===== src/rtl/rv32_multicycle_control.sv =====
// rv32_multicycle_control
// Sequencing control unit for a shared-memory multi-cycle RV32I datapath.
// Each clock issues one datapath step. The unit handles the memory
// ready/wait handshake, resolves branches from the ALU NZVC flags, traps
// on illegal opcodes, and counts retired instructions.
//
// Ports:
//   clk, reset          rising-edge clock, synchronous active-high reset
//   opcode/funct3/      instruction fields taken from the instruction register
//   funct7_5
//   alu_flags           {C,V,N,Z} from the ALU result of the current cycle
//   mem_ready           memory has completed the current access
//   mem_req/mem_write   memory access request and write qualifier
//   adr_src             address select (0 = PC, 1 = ALUOut)
//   ir_write/pc_write/  datapath write strobes
//   reg_write
//   alu_src_a/b,        datapath operand, immediate and result selects
//   imm_src, result_src
//   alu_control         ALU operation code
//   illegal             sticky trap flag
//   instret             retired-instruction counter (wraps)
module rv32_multicycle_control #(
  parameter int ALU_CTRL_W    = 4,
  parameter int CNT_W         = 32,
  parameter bit MEM_HANDSHAKE = 1'b1
) (
  input  logic                  clk,
  input  logic                  reset,
  input  logic [6:0]            opcode,
  input  logic [2:0]            funct3,
  input  logic                  funct7_5,
  input  logic [3:0]            alu_flags,
  input  logic                  mem_ready,
  output logic                  mem_req,
  output logic                  mem_write,
  output logic                  adr_src,
  output logic                  ir_write,
  output logic                  pc_write,
  output logic                  reg_write,
  output logic [1:0]            alu_src_a,
  output logic [1:0]            alu_src_b,
  output logic [2:0]            imm_src,
  output logic [1:0]            result_src,
  output logic [ALU_CTRL_W-1:0] alu_control,
  output logic                  illegal,
  output logic [CNT_W-1:0]      instret
);

  typedef enum logic [4:0] {
    S_FETCH, S_DECODE, S_MEMADR, S_MEMREAD, S_MEMWB, S_MEMWRITE,
    S_EXECR, S_EXECI, S_ALUWB, S_BRANCH, S_JAL1, S_JAL2,
    S_JALR1, S_JALR2, S_LUI, S_AUIPC, S_TRAP
  } state_t;

  localparam logic [6:0] OP_LOAD   = 7'b0000011;
  localparam logic [6:0] OP_STORE  = 7'b0100011;
  localparam logic [6:0] OP_R      = 7'b0110011;
  localparam logic [6:0] OP_I      = 7'b0010011;
  localparam logic [6:0] OP_BRANCH = 7'b1100011;
  localparam logic [6:0] OP_JAL    = 7'b1101111;
  localparam logic [6:0] OP_JALR   = 7'b1100111;
  localparam logic [6:0] OP_LUI    = 7'b0110111;
  localparam logic [6:0] OP_AUIPC  = 7'b0010111;

  localparam logic [3:0] ALU_ADD = 4'd0;
  localparam logic [3:0] ALU_SUB = 4'd1;

  state_t            state_r;
  state_t            state_next_s;
  logic              illegal_r;
  logic [CNT_W-1:0]  instret_r;
  logic              ready_s;
  logic              br_legal_s;
  logic              retire_s;
  logic [3:0]        alu_code_s;

  // funct3/funct7_5 to ALU op; allow_sub is 0 for immediate forms, where
  // bit 30 is part of the immediate except on shifts.
  function automatic logic [3:0] alu_decode(input logic [2:0] f3,
                                            input logic       f7_5,
                                            input logic       allow_sub);
    case (f3)
      3'b000:  return (allow_sub && f7_5) ? ALU_SUB : ALU_ADD;
      3'b001:  return 4'd7;
      3'b010:  return 4'd5;
      3'b011:  return 4'd6;
      3'b100:  return 4'd4;
      3'b101:  return f7_5 ? 4'd9 : 4'd8;
      3'b110:  return 4'd3;
      3'b111:  return 4'd2;
      default: return ALU_ADD;
    endcase
  endfunction

  // Branch condition from the flags of rs1 - rs2; C = 1 means no borrow.
  function automatic logic branch_taken(input logic [2:0] f3,
                                        input logic [3:0] flags);
    logic c, v, n, z;
    {c, v, n, z} = flags;
    case (f3)
      3'b000:  return z;
      3'b001:  return !z;
      3'b100:  return n ^ v;
      3'b101:  return !(n ^ v);
      3'b110:  return !c;
      3'b111:  return c;
      default: return 1'b0;
    endcase
  endfunction

  assign ready_s    = MEM_HANDSHAKE ? mem_ready : 1'b1;
  assign br_legal_s = (funct3[2:1] != 2'b01);

  // State register
  always_ff @(posedge clk) begin
    if (reset) state_r <= S_FETCH;
    else       state_r <= state_next_s;
  end

  // Next-state logic
  always_comb begin
    state_next_s = state_r;
    case (state_r)
      S_FETCH:    state_next_s = ready_s ? S_DECODE : S_FETCH;
      S_DECODE: begin
        case (opcode)
          OP_LOAD, OP_STORE: state_next_s = S_MEMADR;
          OP_R:              state_next_s = S_EXECR;
          OP_I:              state_next_s = S_EXECI;
          OP_BRANCH:         state_next_s = S_BRANCH;
          OP_JAL:            state_next_s = S_JAL1;
          OP_JALR:           state_next_s = S_JALR1;
          OP_LUI:            state_next_s = S_LUI;
          OP_AUIPC:          state_next_s = S_AUIPC;
          default:           state_next_s = S_TRAP;
        endcase
      end
      S_MEMADR:   state_next_s = (opcode == OP_STORE) ? S_MEMWRITE : S_MEMREAD;
      S_MEMREAD:  state_next_s = ready_s ? S_MEMWB : S_MEMREAD;
      S_MEMWB:    state_next_s = S_FETCH;
      S_MEMWRITE: state_next_s = ready_s ? S_FETCH : S_MEMWRITE;
      S_EXECR:    state_next_s = S_ALUWB;
      S_EXECI:    state_next_s = S_ALUWB;
      S_ALUWB:    state_next_s = S_FETCH;
      S_BRANCH:   state_next_s = br_legal_s ? S_FETCH : S_TRAP;
      S_JAL1:     state_next_s = S_JAL2;
      S_JALR1:    state_next_s = S_JALR2;
      S_JAL2:     state_next_s = S_FETCH;
      S_JALR2:    state_next_s = S_FETCH;
      S_LUI:      state_next_s = S_FETCH;
      S_AUIPC:    state_next_s = S_FETCH;
      S_TRAP:     state_next_s = S_TRAP;
      default:    state_next_s = S_FETCH;
    endcase
  end

  // Output decode; defaults are the FETCH selects, which also hold in reset
  always_comb begin
    mem_req    = 1'b0;
    mem_write  = 1'b0;
    adr_src    = 1'b0;
    ir_write   = 1'b0;
    pc_write   = 1'b0;
    reg_write  = 1'b0;
    alu_src_a  = 2'd0;
    alu_src_b  = 2'd2;
    imm_src    = 3'd0;
    result_src = 2'd2;
    alu_code_s = ALU_ADD;
    retire_s   = 1'b0;
    if (reset) begin
      retire_s = 1'b0;
    end else begin
      case (state_r)
        S_FETCH: begin
          mem_req  = 1'b1;
          ir_write = ready_s;
          pc_write = ready_s;
        end
        S_DECODE: begin
          alu_src_a = 2'd1;
          alu_src_b = 2'd1;
          imm_src   = 3'd2;
        end
        S_MEMADR: begin
          alu_src_a = 2'd2;
          alu_src_b = 2'd1;
          imm_src   = (opcode == OP_STORE) ? 3'd1 : 3'd0;
        end
        S_MEMREAD: begin
          mem_req = 1'b1;
          adr_src = 1'b1;
        end
        S_MEMWB: begin
          reg_write  = 1'b1;
          result_src = 2'd1;
          retire_s   = 1'b1;
        end
        S_MEMWRITE: begin
          mem_req   = 1'b1;
          mem_write = 1'b1;
          adr_src   = 1'b1;
          retire_s  = ready_s;
        end
        S_EXECR: begin
          alu_src_a  = 2'd2;
          alu_src_b  = 2'd0;
          alu_code_s = alu_decode(funct3, funct7_5, 1'b1);
        end
        S_EXECI: begin
          alu_src_a  = 2'd2;
          alu_src_b  = 2'd1;
          alu_code_s = alu_decode(funct3, funct7_5, 1'b0);
        end
        S_ALUWB: begin
          reg_write  = 1'b1;
          result_src = 2'd0;
          retire_s   = 1'b1;
        end
        S_BRANCH: begin
          // ALUOut already holds the target computed in DECODE
          alu_src_a  = 2'd2;
          alu_src_b  = 2'd0;
          alu_code_s = ALU_SUB;
          result_src = 2'd0;
          pc_write   = br_legal_s && branch_taken(funct3, alu_flags);
          retire_s   = br_legal_s;
        end
        S_JAL1, S_JALR1: begin
          reg_write = 1'b1;
          alu_src_a = 2'd1;
        end
        S_JAL2: begin
          pc_write  = 1'b1;
          alu_src_a = 2'd1;
          alu_src_b = 2'd1;
          imm_src   = 3'd3;
          retire_s  = 1'b1;
        end
        S_JALR2: begin
          pc_write  = 1'b1;
          alu_src_a = 2'd2;
          alu_src_b = 2'd1;
          retire_s  = 1'b1;
        end
        S_LUI: begin
          reg_write = 1'b1;
          alu_src_a = 2'd3;
          alu_src_b = 2'd1;
          imm_src   = 3'd4;
          retire_s  = 1'b1;
        end
        S_AUIPC: begin
          reg_write = 1'b1;
          alu_src_a = 2'd1;
          alu_src_b = 2'd1;
          imm_src   = 3'd4;
          retire_s  = 1'b1;
        end
        S_TRAP:  retire_s = 1'b0;
        default: retire_s = 1'b0;
      endcase
    end
  end

  assign alu_control = ALU_CTRL_W'(alu_code_s);

  // Sticky trap flag, raised as the FSM enters TRAP
  always_ff @(posedge clk) begin
    if (reset)                       illegal_r <= 1'b0;
    else if (state_next_s == S_TRAP) illegal_r <= 1'b1;
    else                             illegal_r <= illegal_r;
  end

  // Retired-instruction counter, wraps naturally
  always_ff @(posedge clk) begin
    if (reset)         instret_r <= '0;
    else if (retire_s) instret_r <= instret_r + {{(CNT_W-1){1'b0}}, 1'b1};
    else               instret_r <= instret_r;
  end

  assign illegal = illegal_r;
  assign instret = instret_r;

endmodule


===== config.mk =====
export PLATFORM = sky130hd
export DESIGN_NAME = rv32_multicycle_control
export DESIGN_NICKNAME = d
export VERILOG_FILES = /design/src/rtl/rv32_multicycle_control.sv
export SDC_FILE = /design/constraint.sdc
export NUM_CORES = 1
export LEC_CHECK = 0
export CORE_ASPECT_RATIO = 1.25
export CORE_MARGIN = 2
export CORE_UTILIZATION = 49
export DETAILED_ROUTE_END_ITERATION = 10
export PLACE_DENSITY = 0.83
export SYNTH_ARGS = -nofsm -noshare
export SYNTH_HDL_FRONTEND = slang
export SYNTH_SLANG_ARGS = --single-unit

===== constraint.sdc =====
create_clock -name clk -period 2.1 [get_ports clk]
set_input_delay 0.315 -clock clk [delete_from_list [all_inputs] [get_ports clk]]
set_output_delay 0.315 -clock clk [all_outputs]
set_load 0.03 [all_outputs]

# ---- Yosys cells after proc, flatten, opt, wreduce, memory -nomap -nowiden
# Index checks and enable logic that the tools add are counted.
# Widths: inputs -> output; s select.
dict set report totals {
  inputBits 18
  register_bits 38
  output_inout_bits 52
  elab_cells 97
}
dict set report classes {
  n_bitwise 1
  n_reduce_logical 19
  mux 39
  n_addsub 1
  eq_ne 34
}
# op n
set ops {}
lappend ops {{$pmux 4 s8} 2}
lappend ops {{$pmux 5 s10} 1}
lappend ops {{$eq 5x4->1 const B} 8}
lappend ops {{$pmux 5 s8} 1}
lappend ops {{$add 32x1->32 const B} 1}
lappend ops {{$eq 7x6->1 const B} 3}
lappend ops {{$eq 7x7->1 const B} 3}
lappend ops {{$eq 5x3->1 const B} 4}
lappend ops {{$mux 1} 18}
lappend ops {{$eq 7x5->1 const B} 2}
lappend ops {{$reduce_or 2->1} 7}
lappend ops {{$eq 3x3->1 const B} 4}
lappend ops {{$mux 3} 4}
lappend ops {{$pmux 3 s4} 1}
lappend ops {{$pmux 4 s3} 1}
lappend ops {{$reduce_or 6->1} 2}
lappend ops {{$eq 5x2->1 const B} 2}
lappend ops {{$eq 5x5->1 const B} 2}
lappend ops {{$reduce_or 5->1} 2}
lappend ops {{$pmux 2 s2} 2}
lappend ops {{$eq 7x2->1 const B} 1}
lappend ops {{$reduce_or 7->1} 1}
lappend ops {{$eq 3x2->1 const B} 2}
lappend ops {{$mux 2} 3}
lappend ops {{other kinds (14)} 17}

# ---- Longest topological paths before layout
dict set report depth {
  ltp_word 8
  depth_mapped 8
  ltp_nobuf 5
}

# ---- Worst setup path before layout
# OpenSTA, ideal clock, no wires.
dict set report synth_timing {
  path_type {input to output}
  start {input port opcode[4]}
  end {output port imm_src[0]}
  t_required_ps 1785
  n_path_buf 0
  stages 5
  setup_slack_ps -885
  arrival_time_ps 2670
  cell_sequence {nand2b_1 -> or3_1 -> nor3_1 -> nand2_1 -> a2111oi_0}
}
dict set report synth_between {
  elab_chain_cells 4
}
# item line
set synth_rtl {}
lappend synth_rtl {{start, declared} 29} ;# input logic [6:0] opcode,
lappend synth_rtl {{$eq 7x6->1} 188} ;# imm_src = (opcode == OP_STORE) ? 3'd1 : 3'd0;
lappend synth_rtl {{$mux 1} 188}
lappend synth_rtl {{$pmux 3 s4} 174} ;# case (state_r)
lappend synth_rtl {{$mux 3} 171} ;# if (reset) begin
lappend synth_rtl {{end, declared} 42} ;# output logic [2:0] imm_src,
# Every way passes these cells.

# ---- Worst setup path in the final report
dict set report layout_timing {
  start {register state_r[2]}
  end {output port ir_write}
}
dict set report layout_between {
  elab_chain_cells 3
}
# item line
set layout_rtl {}
lappend layout_rtl {{start, declared} 68} ;# state_t state_r;
lappend layout_rtl {{start signal, assigned} 117} ;# else state_r <= state_next_s;
lappend layout_rtl {{$logic_not 5->1} 174}
lappend layout_rtl {{$mux 1} 174}
lappend layout_rtl {{$mux 1} 171}
lappend layout_rtl {{end, declared} 37} ;# output logic ir_write,
# Every way passes these cells.

==> impl_metrics.toml <==
[layout]
fin_nets = 480
synthToLayoutAreaGrowth_pct = 50.7
fillCellCount = 383
antennaDiodeCount = 0
final_common_cell = "buf_4"
final_cell_mix = "61 x buf_4, 40 x clkdlybuf4s50_1, 39 x a21oi_1"
drive_gt1_share_pct = 26.4
final_area_um2 = 4000
final_cells = 526

[sta]
finalSetupViolations = 0
slew-limit-headroom_pct = 64.0
fin_crit_ps = 2100
setup_ws_ps = 0.779
finalHoldViolCount = 0
fmax_mhz = 476
setup_tns_ps = 0
slew_viol_final = 0
fin_skew_ps = 7.24
tightest_slew_ps = 527
min_period_over_period_pct = 100

[worst_setup_path]
path_max_fanout = 8
r2r_cells = 5
reg2reg_to = "instret[26]"
path_cells = "buf_6 > buf_4 > nor2_1 > nand2_1 > nor4_1 > buf_4"
cp_slowest_cell = "dfxtp_4"
worst_path_most_repeated_cell = "buf_4"
critPathMaxStageDelay_ps = 370
critPathKind = "reg2out"
worst-path-stages = 6
cp.required_ps = 1780
critPathTopFamily = "simple AND/OR/NAND/NOR gates"
crit_path_end_kind = "output port"
crit_path_start_kind = "flip-flop"
worst-path-buf-inv = 3
arrival_ps = 1780
rrSetupSlack_ps = 70
reg2reg_from = "instret[6]"

[global_route]
grt_max_degree = 43
antenna_found_initial = 0
grt_pass1_vias = 2990
grt_pass1_wl_mm = 13.5
overflow = 0
grt.total_usage_pct = 26.5

[logic_synthesis]
async_reset_ff_share_pct = 0
synth_top_flop_cell = "dfxtp_1"
synthCells = 359
yosysSeqAreaShare_pct = 28.6
yosys_register_bits = 38
synth-edff-count = 0
avgSynthCellArea_um2 = 7.40
synth_nets = 378
yosysWarnings = 0
ys_types = 51
synth_area_um2 = 2660

[cts]
h-tree-depth = 2
cts_buffers = 5
clockRootBuffer = "clkbuf_8"
clock_path_buffers = 2
cts.sinks = 38
clock_latency_ps = 290
clk_pin_slew_ps = 80
cts_tree = "done"

[placement]
gp_routability_congestion = 0.882
dp_slack_ps = -298
place_hpwl_mm = 5.95
port_buffers = 69
dp_cells = 515
dpl_cell_area_um2 = 3690

[pwr]
switching_share_pct = 26.0
combPwrFrac_pct = 18.2
vdd.ir_drop.worst_mv = 0.464
powerDensity_nw_per_um2 = 456
switching_power_uw = 476
clkPwrFrac_pct = 41.5
finalPower_mw = 1.83
internal-power_mw = 1.35
p_leak_nw = 1.52
seq_power_share_pct = 40.3

[run_status]
status = "finished, final reports clean"

[hold_path]
hold_end = "illegal"
hold_depth = 2
hp-start = "illegal"
hold_class = "reg2reg"

[die]
start_util_pct = 49.8
coreArea_um2 = 5330
ios = 70
die_h_um = 86.3
dieArea_um2 = 6030
die_w_um = 69.9
num_rows = 30

[routing]
wl_per_cell_um = 16.8
drc_errors = 0
first_iter_violations = 238
drtAntennaViolNets = 0
via_count = 3313
routed_wl_mm = 8.82
firstDrtPassIters = 6
viasPerCell = 6.30

[job]
cap_violations = 0
[synthesized netlist by cell type (2+ instances only)]
library cell	count	share of area, %
clkbuf_1	13	1.8
nand4_4	2	1.6
o21bai_1	3	0.85
mux2_2	4	1.7
o21ai_0	20	3.8
nor2b_1	10	2.4
inv_1	10	1.4
or3_2	2	0.57
nor2_1	29	4.1
a2111oi_0	2	0.66
o31ai_1	13	3.7
nand4_1	9	2.1
a31oi_1	3	0.71
nor3_1	15	2.8
or4_1	13	3.7
nor4b_1	2	0.66
nor4_4	2	1.6
a22oi_1	2	0.57
and3_1	3	0.71
nand2_1	27	3.8
nor4_1	8	1.9
or3_1	14	3.3
dfxtp_1	38	29
a211oi_1	4	1.1
buf_2	11	2.1
a21o_1	3	0.85
a21oi_1	40	7.5
nand2b_1	10	2.4
xnor2_1	3	0.99
and2_1	2	0.47
xor2_1	4	1.3
mux2i_1	3	1.1
or2_2	3	0.71
nand3_1	15	2.8
[per-layer routing]
metal	global-route usage (%)	up-vias	wire length (µm)
met5	0	-	0
met4	9.79	0	203
met3	5.00	39	535
met2	48.2	166	4710
met1	30.8	1566	3370
li1	-	1542	-
[worst max path at each step]
stage	startpoint	to	slack [ps]
after CTS	reset	result_src[1]	0.8
after global routing	instret[6]	instret[26]	-50
after global placement	opcode[4]	imm_src[0]	-260
after floorplan	opcode[4]	imm_src[0]	-120
after detailed placement	opcode[4]	imm_src[0]	-300
final	state_r[2]	ir_write	0.8
[timing repair]
action	CTS	global route
gates resized for setup	18	34
hold buffers	0	0
gates cloned	0	1
pin swaps	5	9
endpoints found under the setup margin	11	20
setup buffers	1	1
[logic make-up after synthesis]
| logic type | Yosys count | synth area share (%) |
|---|---|---|
| fa+ha+maj | 1 | 0.471 |
| compound gates | 100 | 23.0 |
| xor+xnor | 7 | 2.31 |
| mux | 7 | 2.83 |
| simple gates | 171 | 37.3 |
| buf+inv | 35 | 5.46 |
| flops | 38 | 28.6 |
[registers in the layout, indices dropped and copies added, names as in the netlist]
register  cells
instret      32
illegal       1
state_r       5
[stage by stage]
stage                     utilization [%]  hold WS (ps)
after floorplan                         -           557
after global placement               69.3           441
after detailed placement             69.3           441
after CTS                            72.3           454
after global routing                 75.1           489
final                                75.1           449
[worst min-delay path: stages (launching register included)]
cell and delay (ps):
dfxtp_1 320, inv_1 50, a21oi_1 50
[final cells by class]
class                           count  area (µm²)  area share [%]
Sequential cell                    38         771            19.2
Clock inverter                      3        68.8            1.72
Tap cell                           64        80.1            2.00
Clock buffer                        5        68.8            1.72
Inverter                           10        37.5           0.938
Timing Repair Buffer              120        1100            27.5
Multi-Input combinational cell    286        1880            46.9
[power groups by stage]
stage,clock (mW),combinational [mW],sequential [mW]
2_1_floorplan,0,0.158,0.756
3_3_place_gp,0,0.293,0.753
3_5_place_dp,0,0.299,0.753
4_1_cts,0.771,0.302,0.736
5_1_grt,0.806,0.352,0.737
6_report,0.758,0.332,0.737
No activity file was read; power rests on OpenSTA's default activity.
